### config.mk
export PLATFORM = sky130hd
export DESIGN_NAME = mem_arbiter
export DESIGN_NICKNAME = d
export VERILOG_FILES = /design/src/rtl/mem_arbiter.sv
export SDC_FILE = /design/constraint.sdc
export NUM_CORES = 1
export LEC_CHECK = 0
export ABC_AREA = 1
export CORE_ASPECT_RATIO = 1.25
export CORE_UTILIZATION = 45
export DETAILED_ROUTE_END_ITERATION = 8
export PLACE_DENSITY = 0.89
export SETUP_SLACK_MARGIN = 0.15
export SLEW_MARGIN = 20
export SYNTH_ARGS = -nofsm -noshare
export SYNTH_HDL_FRONTEND = slang
export SYNTH_SLANG_ARGS = --single-unit
### constraint.sdc
create_clock -name clk -period 4.2 [get_ports clk]
set_input_delay 0.84 -clock clk [delete_from_list [all_inputs] [get_ports clk]]
set_output_delay 0.84 -clock clk [all_outputs]
set_load 0.02 [all_outputs]
### src/rtl/mem_arbiter.sv
// rtl/mem_arbiter.sv - shares one memory port between IFU and LSU, one transaction outstanding
module mem_arbiter #(
  parameter int ADDR_W       = 32,
  parameter int DATA_W       = 32,
  parameter int LSU_PRIORITY = 1,
  parameter int TIMEOUT      = 255
) (
  input  logic                clk,
  input  logic                rst,
  input  logic                ifu_req_valid,
  output logic                ifu_req_ready,
  input  logic [ADDR_W-1:0]   ifu_addr,
  output logic                ifu_resp_valid,
  output logic [DATA_W-1:0]   ifu_rdata,
  output logic                ifu_resp_err,
  input  logic                lsu_req_valid,
  output logic                lsu_req_ready,
  input  logic [ADDR_W-1:0]   lsu_addr,
  input  logic                lsu_wen,
  input  logic [DATA_W-1:0]   lsu_wdata,
  input  logic [DATA_W/8-1:0] lsu_wmask,
  output logic                lsu_resp_valid,
  output logic [DATA_W-1:0]   lsu_rdata,
  output logic                lsu_resp_err,
  output logic                mem_req_valid,
  input  logic                mem_req_ready,
  output logic [ADDR_W-1:0]   mem_addr,
  output logic                mem_wen,
  output logic [DATA_W-1:0]   mem_wdata,
  output logic [DATA_W/8-1:0] mem_wmask,
  input  logic                mem_resp_valid,
  input  logic [DATA_W-1:0]   mem_rdata,
  input  logic                mem_resp_err,
  output logic                busy
);

  localparam int CNT_W = (TIMEOUT > 1) ? $clog2(TIMEOUT) : 1;
  localparam logic [CNT_W-1:0] CNT_LAST = (TIMEOUT > 0) ? CNT_W'(TIMEOUT - 1) : '0;

  typedef enum logic [1:0] {IDLE, ISSUE, WAIT, RESP} state_t;

  state_t             state;
  logic               last_grant;  // 1 = LSU
  logic               owner;       // 1 = LSU
  logic [CNT_W-1:0]   counter;

  logic               grant_lsu;
  logic               grant_ifu;
  logic               timeout_hit;
  logic               wait_done;
  logic [DATA_W-1:0]  done_data;
  logic               done_err;

  always_comb begin
    grant_lsu = lsu_req_valid &&
                (!ifu_req_valid || (LSU_PRIORITY != 0) || !last_grant);
    grant_ifu = ifu_req_valid && !grant_lsu;
  end

  // A timeout completes the transaction like an error response with no data.
  always_comb begin
    timeout_hit = (TIMEOUT != 0) && (counter == CNT_LAST);
    wait_done   = mem_resp_valid || timeout_hit;
    done_data   = (mem_resp_valid && !mem_wen) ? mem_rdata : '0;
    done_err    = mem_resp_valid ? mem_resp_err : 1'b1;
  end

  assign ifu_req_ready = (state == IDLE) && !rst && grant_ifu;
  assign lsu_req_ready = (state == IDLE) && !rst && grant_lsu;
  assign busy          = (state != IDLE);

  always_ff @(posedge clk) begin
    if (rst) begin
      state          <= IDLE;
      last_grant     <= 1'b0;
      owner          <= 1'b0;
      counter        <= '0;
      mem_req_valid  <= 1'b0;
      mem_addr       <= '0;
      mem_wen        <= 1'b0;
      mem_wdata      <= '0;
      mem_wmask      <= '0;
      ifu_resp_valid <= 1'b0;
      ifu_rdata      <= '0;
      ifu_resp_err   <= 1'b0;
      lsu_resp_valid <= 1'b0;
      lsu_rdata      <= '0;
      lsu_resp_err   <= 1'b0;
    end else begin
      ifu_resp_valid <= 1'b0;
      lsu_resp_valid <= 1'b0;
      case (state)
        IDLE: begin
          if (grant_lsu) begin
            mem_addr      <= lsu_addr;
            mem_wen       <= lsu_wen;
            mem_wdata     <= lsu_wdata;
            mem_wmask     <= lsu_wmask;
            owner         <= 1'b1;
            last_grant    <= 1'b1;
            mem_req_valid <= 1'b1;
            state         <= ISSUE;
          end else if (grant_ifu) begin
            mem_addr      <= ifu_addr;
            mem_wen       <= 1'b0;
            mem_wdata     <= '0;
            mem_wmask     <= '0;
            owner         <= 1'b0;
            last_grant    <= 1'b0;
            mem_req_valid <= 1'b1;
            state         <= ISSUE;
          end
        end
        ISSUE: begin
          if (mem_req_ready) begin
            mem_req_valid <= 1'b0;
            counter       <= '0;
            state         <= WAIT;
          end
        end
        WAIT: begin
          if (wait_done) begin
            if (owner) begin
              lsu_resp_valid <= 1'b1;
              lsu_rdata      <= done_data;
              lsu_resp_err   <= done_err;
            end else begin
              ifu_resp_valid <= 1'b1;
              ifu_rdata      <= done_data;
              ifu_resp_err   <= done_err;
            end
            state <= RESP;
          end else begin
            counter <= counter + 1'b1;
          end
        end
        RESP: state <= IDLE;
        default: state <= IDLE;
      endcase
    end
  end

endmodule

==> reports/summary.txt, run 1 <==
GPL Wtd Cong -> 0.817
clock sink count -> 149
worst reg-to-reg path cell count -> 4
Slew Limit Headroom -> 28.1%
peak supply drop -> 0.435 mV
mapped cell area -> 6200 µm²
cells after synthesis -> 841
core area -> 13300 µm²
Initial Utilization -> 46.4%
Post-CTS Resized -> 0
Crit path largest cell delay -> 0.61 ns
CTS root buffer -> clkbuf_16
DR pass1 iterations -> 5
DR vias -> 6662
hold_buf cts -> 0
Chip Height -> 133 µm
Post-synth EDFFs -> 0
setup TNS -> 0 ns
hold path depth -> 2
final hold violations -> 0
critical path launch point type -> input port
Max Slew Vio Count -> 0
initial antenna violation count -> 0
Worst-path clk slew -> 0.06 ns
Synth area leaders -> dfxtp_1 (48%), nand2_1 (14%), a21oi_1 (8.9%)
largest net degree at the start of global routing -> 109
critical path class -> input port to output pin
RSZ-0062 raised after global routing -> false
Overflow after GRT -> 0
crit-path most repeated cell -> clkdlybuf4s50_1
Total Wirelength -> 19300 µm
Remaining DRCs -> 0
kind of cell adding the most delay to the critical path -> buffers and inverters
ant diodes -> 0
layout cells sized above 1 -> 5.21%
status -> finished clean
period utilization -> 81.6%
Power Density -> 536 nW/µm²
worst-skew pair later-pin latency -> 0.42 ns
worst reg2reg setup slack -> 1.64 ns
fmax -> 292 MHz
most common cell in the synthesized netlist -> nand2_1
Critical Path Fanout Max -> 21
ANT nets after route -> 0
post-synthesis register bit count -> 149
full die area -> 14200 µm²
r2r startpoint -> owner
Yosys top cell by area -> dfxtp_1
worst-margin pin slew -> 1.07 ns
Syn Area/Cell -> 7.37 µm²
io pins -> 281
post-DP HPWL -> 13300 µm
# Post-CTS Setup Buffers -> 0
Worst setup startpoint -> lsu_req_valid
Worst Path Arrival -> 2.59 ns
vias in the first global route -> 6285
hold crit path type -> flop to flop
first-pass GRT wire length -> 30300 µm
clock buffer depth -> 2
CTS buffer count -> 17
CTS tree -> yes
GRT Total Usage -> 26.8%
register area share after synthesis -> 48.1%
wire per inst -> 15.3 µm
Crit-path slowest cell -> clkdlybuf4s50_1
number of I/O port buffers -> 280
Max-cap violations -> 0
Critical Path Sink -> lsu_req_ready
Setup Skew -> 0.0114 ns
crit-path cells -> clkdlybuf4s50_1 > buf_4 > clkinv_1 > nor2_1 > clkdlybuf4s50_1
Post-synth top cells -> nand2_1 (235), dfxtp_1 (149), a21oi_1 (110)
share of the synthesized area in the top cell type -> 48.1%
Crit. path cell count -> 5
Netlist cell types -> 29
row cnt -> 47
YS warnings -> 0
Setup-failing EPs final -> 0
Buf/Inv on CP -> 4
deepest level of the CTS H-tree -> 4
Filler Cells Inserted -> 1070
area grow syn2layout -> 54.6%
Reg-to-Reg End -> ifu_rdata[30]
routed vias/inst -> 5.26
Synthesized Nets -> 986
Leak -> 3.57 nW
Starting DRT DRC Count -> 425
Final Net Count -> 1228
fin crit period -> 3.43 ns
critical path endpoint category -> output pin
DIE WIDTH -> 107 µm
Main synth FF type -> dfxtp_1
share of flip-flops with an asynchronous set or reset -> 0%
CP required -> 3.36 ns
hold slack -> 0.442 ns
area by class of cell:
class	instances	area (µm²)	share of cell area, %
Sequential cell	149	2980	31.1
Timing Repair Buffer	292	2920	30.5
Multi-Input combinational cell	565	2680	27.9
Clock buffer	17	425	4.44
Inverter	58	218	2.27
Tap cell	171	214	2.23
Clock inverter	14	141	1.48
state kept, by name (all words and copies together) (netlist names):
name	count
counter	8
ifu_rdata	32
ifu_resp_err	1
ifu_resp_valid	1
lsu_rdata	32
lsu_resp_err	1
lsu_resp_valid	1
mem_addr	32
mem_req_valid	1
mem_wdata	32
mem_wen	1
mem_wmask	4
owner	1
state	2
cell usage in the layout (no fill, tap or decap):
cell type,count
a21oi_1,110
clkinvlp_4,3
or2_1,1
clkbuf_16,17
dfxtp_1,149
nand2_1,235
nand2_2,3
inv_2,2
nor3_1,1
a31oi_1,34
buf_16,1
nor2_1,53
nor3b_1,2
ha_1,4
clkdlybuf4s50_1,279
nand3_2,2
nand3_1,11
ha_2,1
o21ai_2,1
inv_6,5
nor2_2,1
o31ai_1,1
nand2_4,1
inv_1,54
o21ai_0,34
a21oi_2,1
clkinv_1,2
buf_12,1
buf_4,11
or2_2,1
clkinv_4,2
nand3b_1,1
clkinv_2,1
bufinv_16,1
inv_8,2
nand4_1,67
where the power goes:
group / switching [mW] / internal [mW] / total [mW] / leakage (nW)
Clock: 0.640 / 0.829 / 1.47 / 0.271
Sequential: 0.125 / 1.66 / 1.78 / 1.21
Combinational: 1.14 / 0.748 / 1.89 / 2.09
Total: 1.90 / 3.23 / 5.14 / 3.57
worst min-delay path by stage:
stage / startpoint / endpoint / slack (ns)
floorplan: state[1] / state[1] / 0.46
global placement: ifu_resp_err / ifu_resp_err / 0.43
detailed placement: ifu_resp_err / ifu_resp_err / 0.44
CTS: ifu_resp_err / ifu_resp_err / 0.45
global route: lsu_resp_err / lsu_resp_err / 0.48
finish: lsu_resp_err / lsu_resp_err / 0.44
per-layer routing:
| layer | track usage, % | vias up | routed length (µm) |
|---|---|---|---|
| li1 | - | 3285 | - |
| met1 | 30.4 | 3030 | 7580 |
| met2 | 44.3 | 291 | 9330 |
| met3 | 8.71 | 56 | 1530 |
| met4 | 14.4 | 0 | 873 |
| met5 | 0 | - | 0 |
per-stage QoR:
step	total power [mW]	utilization (%)	setup WS (ns)	std cells	cell area, µm²
3_3_place_gp	3.65	67.3	0.831	1234	8980
3_5_place_dp	3.68	67.3	0.784	1234	8980
2_1_floorplan	2.89	-	1.39	841	6200
4_1_cts	5.15	71.6	0.770	1265	9550
5_1_grt	5.40	71.8	0.658	1266	9580
6_report	5.14	71.8	0.774	1266	9580
worst min-delay path, stage by stage, from the launching register on:
cell and delay [ns]:
dfxtp_1 0.31, inv_1 0.04, a21oi_1 0.05
kinds of logic (layout without fill, tap and decap cells):
group | after synthesis | count (layout) | synth area share [%]
buf+inv | 127 | 381 | 8.78
flops | 149 | 149 | 48.1
compound gates | 181 | 181 | 15.4
fa+ha+maj | 5 | 5 | 1.01
simple gates | 379 | 379 | 26.7
Power figures use the tool's default switching activity.
==> run 2: changes to the inputs <==
--- a/config.mk
+++ b/config.mk
@@ -7,9 +7,9 @@
 export LEC_CHECK = 0
 export ABC_AREA = 1
 export CORE_ASPECT_RATIO = 1.25
-export CORE_UTILIZATION = 45
+export CORE_UTILIZATION = 42
 export DETAILED_ROUTE_END_ITERATION = 8
-export PLACE_DENSITY = 0.89
+export PLACE_DENSITY = 0.84
 export SETUP_SLACK_MARGIN = 0.15
 export SLEW_MARGIN = 20
 export SYNTH_ARGS = -nofsm -noshare
==> constraint.sdc (replaced) <==
create_clock -name clk -period 3.57 [get_ports clk]
set_input_delay 0.714 -clock clk [delete_from_list [all_inputs] [get_ports clk]]
set_output_delay 0.714 -clock clk [all_outputs]
set_load 0.02 [all_outputs]
==> run 2 against run 1 <==
Compared with the run above: via count is 0.63% lower; register-to-register slack lost 0.51 ns; setup slack got worse by 0.21 ns; routed wire length rose by 0.68%; cell count increased by 0.63%; largest cell class unchanged.
==> reports/summary.txt, run 2 (same netlist as run 1, synthesis figures left out) <==
Highest Signal Layer -> met4 (unchanged)
crit-path most repeated cell -> clkdlybuf4s50_1 (unchanged)
wire per inst -> 15.3 µm (about the same)
Post-Layout Cell Count -> 1274 (was 1266)
routed metal-1 wirelength -> 7790 µm (was 7580 µm)
row cnt -> 49 (was 47)
Worst Path Arrival -> 2.29 ns (was 2.59 ns)
ANT nets after route -> 0 (unchanged)
GPL Wtd Cong -> 0.802 (was 0.817)
clock sink count -> 149 (unchanged)
core area -> 14400 µm² (was 13300 µm²)
critical path launch point type -> input port (unchanged)
# Post-CTS Setup Buffers -> 0 (unchanged)
ant diodes -> 0 (unchanged)
critical path endpoint category -> output pin (unchanged)
initial antenna violation count -> 0 (unchanged)
CTS buffer count -> 17 (unchanged)
commonest non-fill, non-tap cells in the layout -> clkdlybuf4s50_1 (279), nand2_1 (235), dfxtp_1 (149), a21oi_1 (110), nand4_1 (67) (unchanged)
hold slack -> 0.443 ns (was 0.442 ns)
Post-CTS Resized -> 0 (unchanged)
Tot Pwr -> 6.08 mW (was 5.14 mW)
vias in the first global route -> 6029 (was 6285)
worst-skew pair later-pin latency -> 0.42 ns (about the same)
met2 WL post-DR -> 9760 µm (was 9330 µm)
Slew Limit Headroom -> 47.2% (was 28.1%)
area grow syn2layout -> 54.9% (was 54.6%)
placed cell area -> 8980 µm² (about the same)
first-pass GRT wire length -> 30200 µm (was 30300 µm)
commonest non-fill, non-tap cell in the layout -> clkdlybuf4s50_1 (unchanged)
DR WL met3 -> 1460 µm (was 1530 µm)
GRT Total Usage -> 24.8% (was 26.8%)
clock buffer depth -> 2 (unchanged)
Crit path largest cell delay -> 0.67 ns (was 0.61 ns)
Total Wirelength -> 19400 µm (was 19300 µm)
hold_buf cts -> 0 (unchanged)
RSZ-0062 raised after global routing -> false (unchanged)
critical path class -> input port to output pin (unchanged)
CP required -> 2.86 ns (was 3.36 ns)
Max Slew Vio Count -> 0 (unchanged)
pre-CTS WS -> 0.575 ns (was 0.784 ns)
crit-path cells -> clkdlybuf4s50_1 > clkinv_1 > nor2_1 > clkdlybuf4s50_1 (was clkdlybuf4s50_1 > buf_4 > clkinv_1 > nor2_1 > clkdlybuf4s50_1)
layout cells sized above 1 -> 5.29% (was 5.21%)
Initial Utilization -> 43.0% (was 46.4%)
Worst-path clk slew -> 0.06 ns (about the same)
Critical Path Fanout Max -> 7 (was 21)
Max-cap violations -> 0 (unchanged)
routed vias/inst -> 5.20 (was 5.26)
Overflow after GRT -> 0 (unchanged)
worst-margin pin slew -> 0.791 ns (was 1.07 ns)
deepest level of the CTS H-tree -> 4 (unchanged)
post-DP HPWL -> 13400 µm (was 13300 µm)
Setup-failing EPs final -> 0 (unchanged)
Remaining DRCs -> 0 (unchanged)
Final Net Count -> 1228 (unchanged)
Starting DRT DRC Count -> 616 (was 425)
final hold violations -> 0 (unchanged)
fmax -> 333 MHz
fin crit period -> 3.01 ns
Crit-path slowest cell -> clkdlybuf4s50_1 (unchanged)
setup TNS -> 0 ns (unchanged)
io pins -> 281 (unchanged)
Leak -> 3.58 nW (was 3.57 nW)
DR vias -> 6620 (was 6662)
CTS root buffer -> clkbuf_16 (unchanged)
status -> finished clean (unchanged)
Setup Skew -> 0.0147 ns (was 0.0114 ns)
peak supply drop -> 0.546 mV (was 0.435 mV)
DIE WIDTH -> 111 µm (was 107 µm)
largest net degree at the start of global routing -> 109 (unchanged)
Chip Height -> 138 µm (was 133 µm)
period utilization -> 84.2%
hold crit path type -> flop to flop (unchanged)
Filler Cells Inserted -> 1232 (was 1070)
full die area -> 15200 µm² (was 14200 µm²)
number of I/O port buffers -> 280 (unchanged)
DR pass1 iterations -> 5 (unchanged)
Post-Route Utilization -> 66.6% (was 71.8%)
CTS tree -> yes (unchanged)
post-route cell area -> 9600 µm² (was 9580 µm²)
Inst Count DP -> 1241 (was 1234)
final worst slack -> 0.564 ns (was 0.774 ns)
Power Density -> 634 nW/µm² (was 536 nW/µm²)
[run 2: changes by cell type in the layout (fill, tap and decap cells not counted), sizes merged]
cell,delta
clkbuf,+1
clkinv,+2
clkinvlp,-2
[run 2: routing by layer]
metal / GRT usage (%) / vias to the layer above
met5: 0 / -
met4: 9.56 / 0
met3: 7.26 / 26
met2: 43.7 / 269
met1: 28.5 / 3043
li1: - / 3282
[run 2: cell type report]
cell class              count  area (µm²)  area share [%]
flip-flops and latches    149        2980            31.1
repair buffers            292        2910            30.3
clock buffers              18         429            4.47
inverters                  58         218            2.27
well taps                 178         223            2.32
clock inverters            14         160            1.67
multi-input cells         565        2680            27.9
[run 2: path summary, 6_finish.rpt]
kind,slack [ns],from,cells after the start,to
worst min-delay path,0.44,lsu_resp_err,2,lsu_resp_err
worst max register to register,1.13,state[0],6,ifu_rdata[23]
worst max-delay path,0.56,lsu_req_valid,4,lsu_req_ready
worst min register to register,0.44,lsu_resp_err,2,lsu_resp_err
[run 2: critical path, delay by kind of cell]
family,cells,cell delay (ns)
buf+inv,3,1.43
simple gates,1,0.14
[run 2: where the power goes]
part / switching (mW) / internal [mW] / total (mW)
registers: 0.164 / 1.95 / 2.11
logic: 1.32 / 0.870 / 2.19
clock network: 0.788 / 0.995 / 1.78
total: 2.27 / 3.81 / 6.08
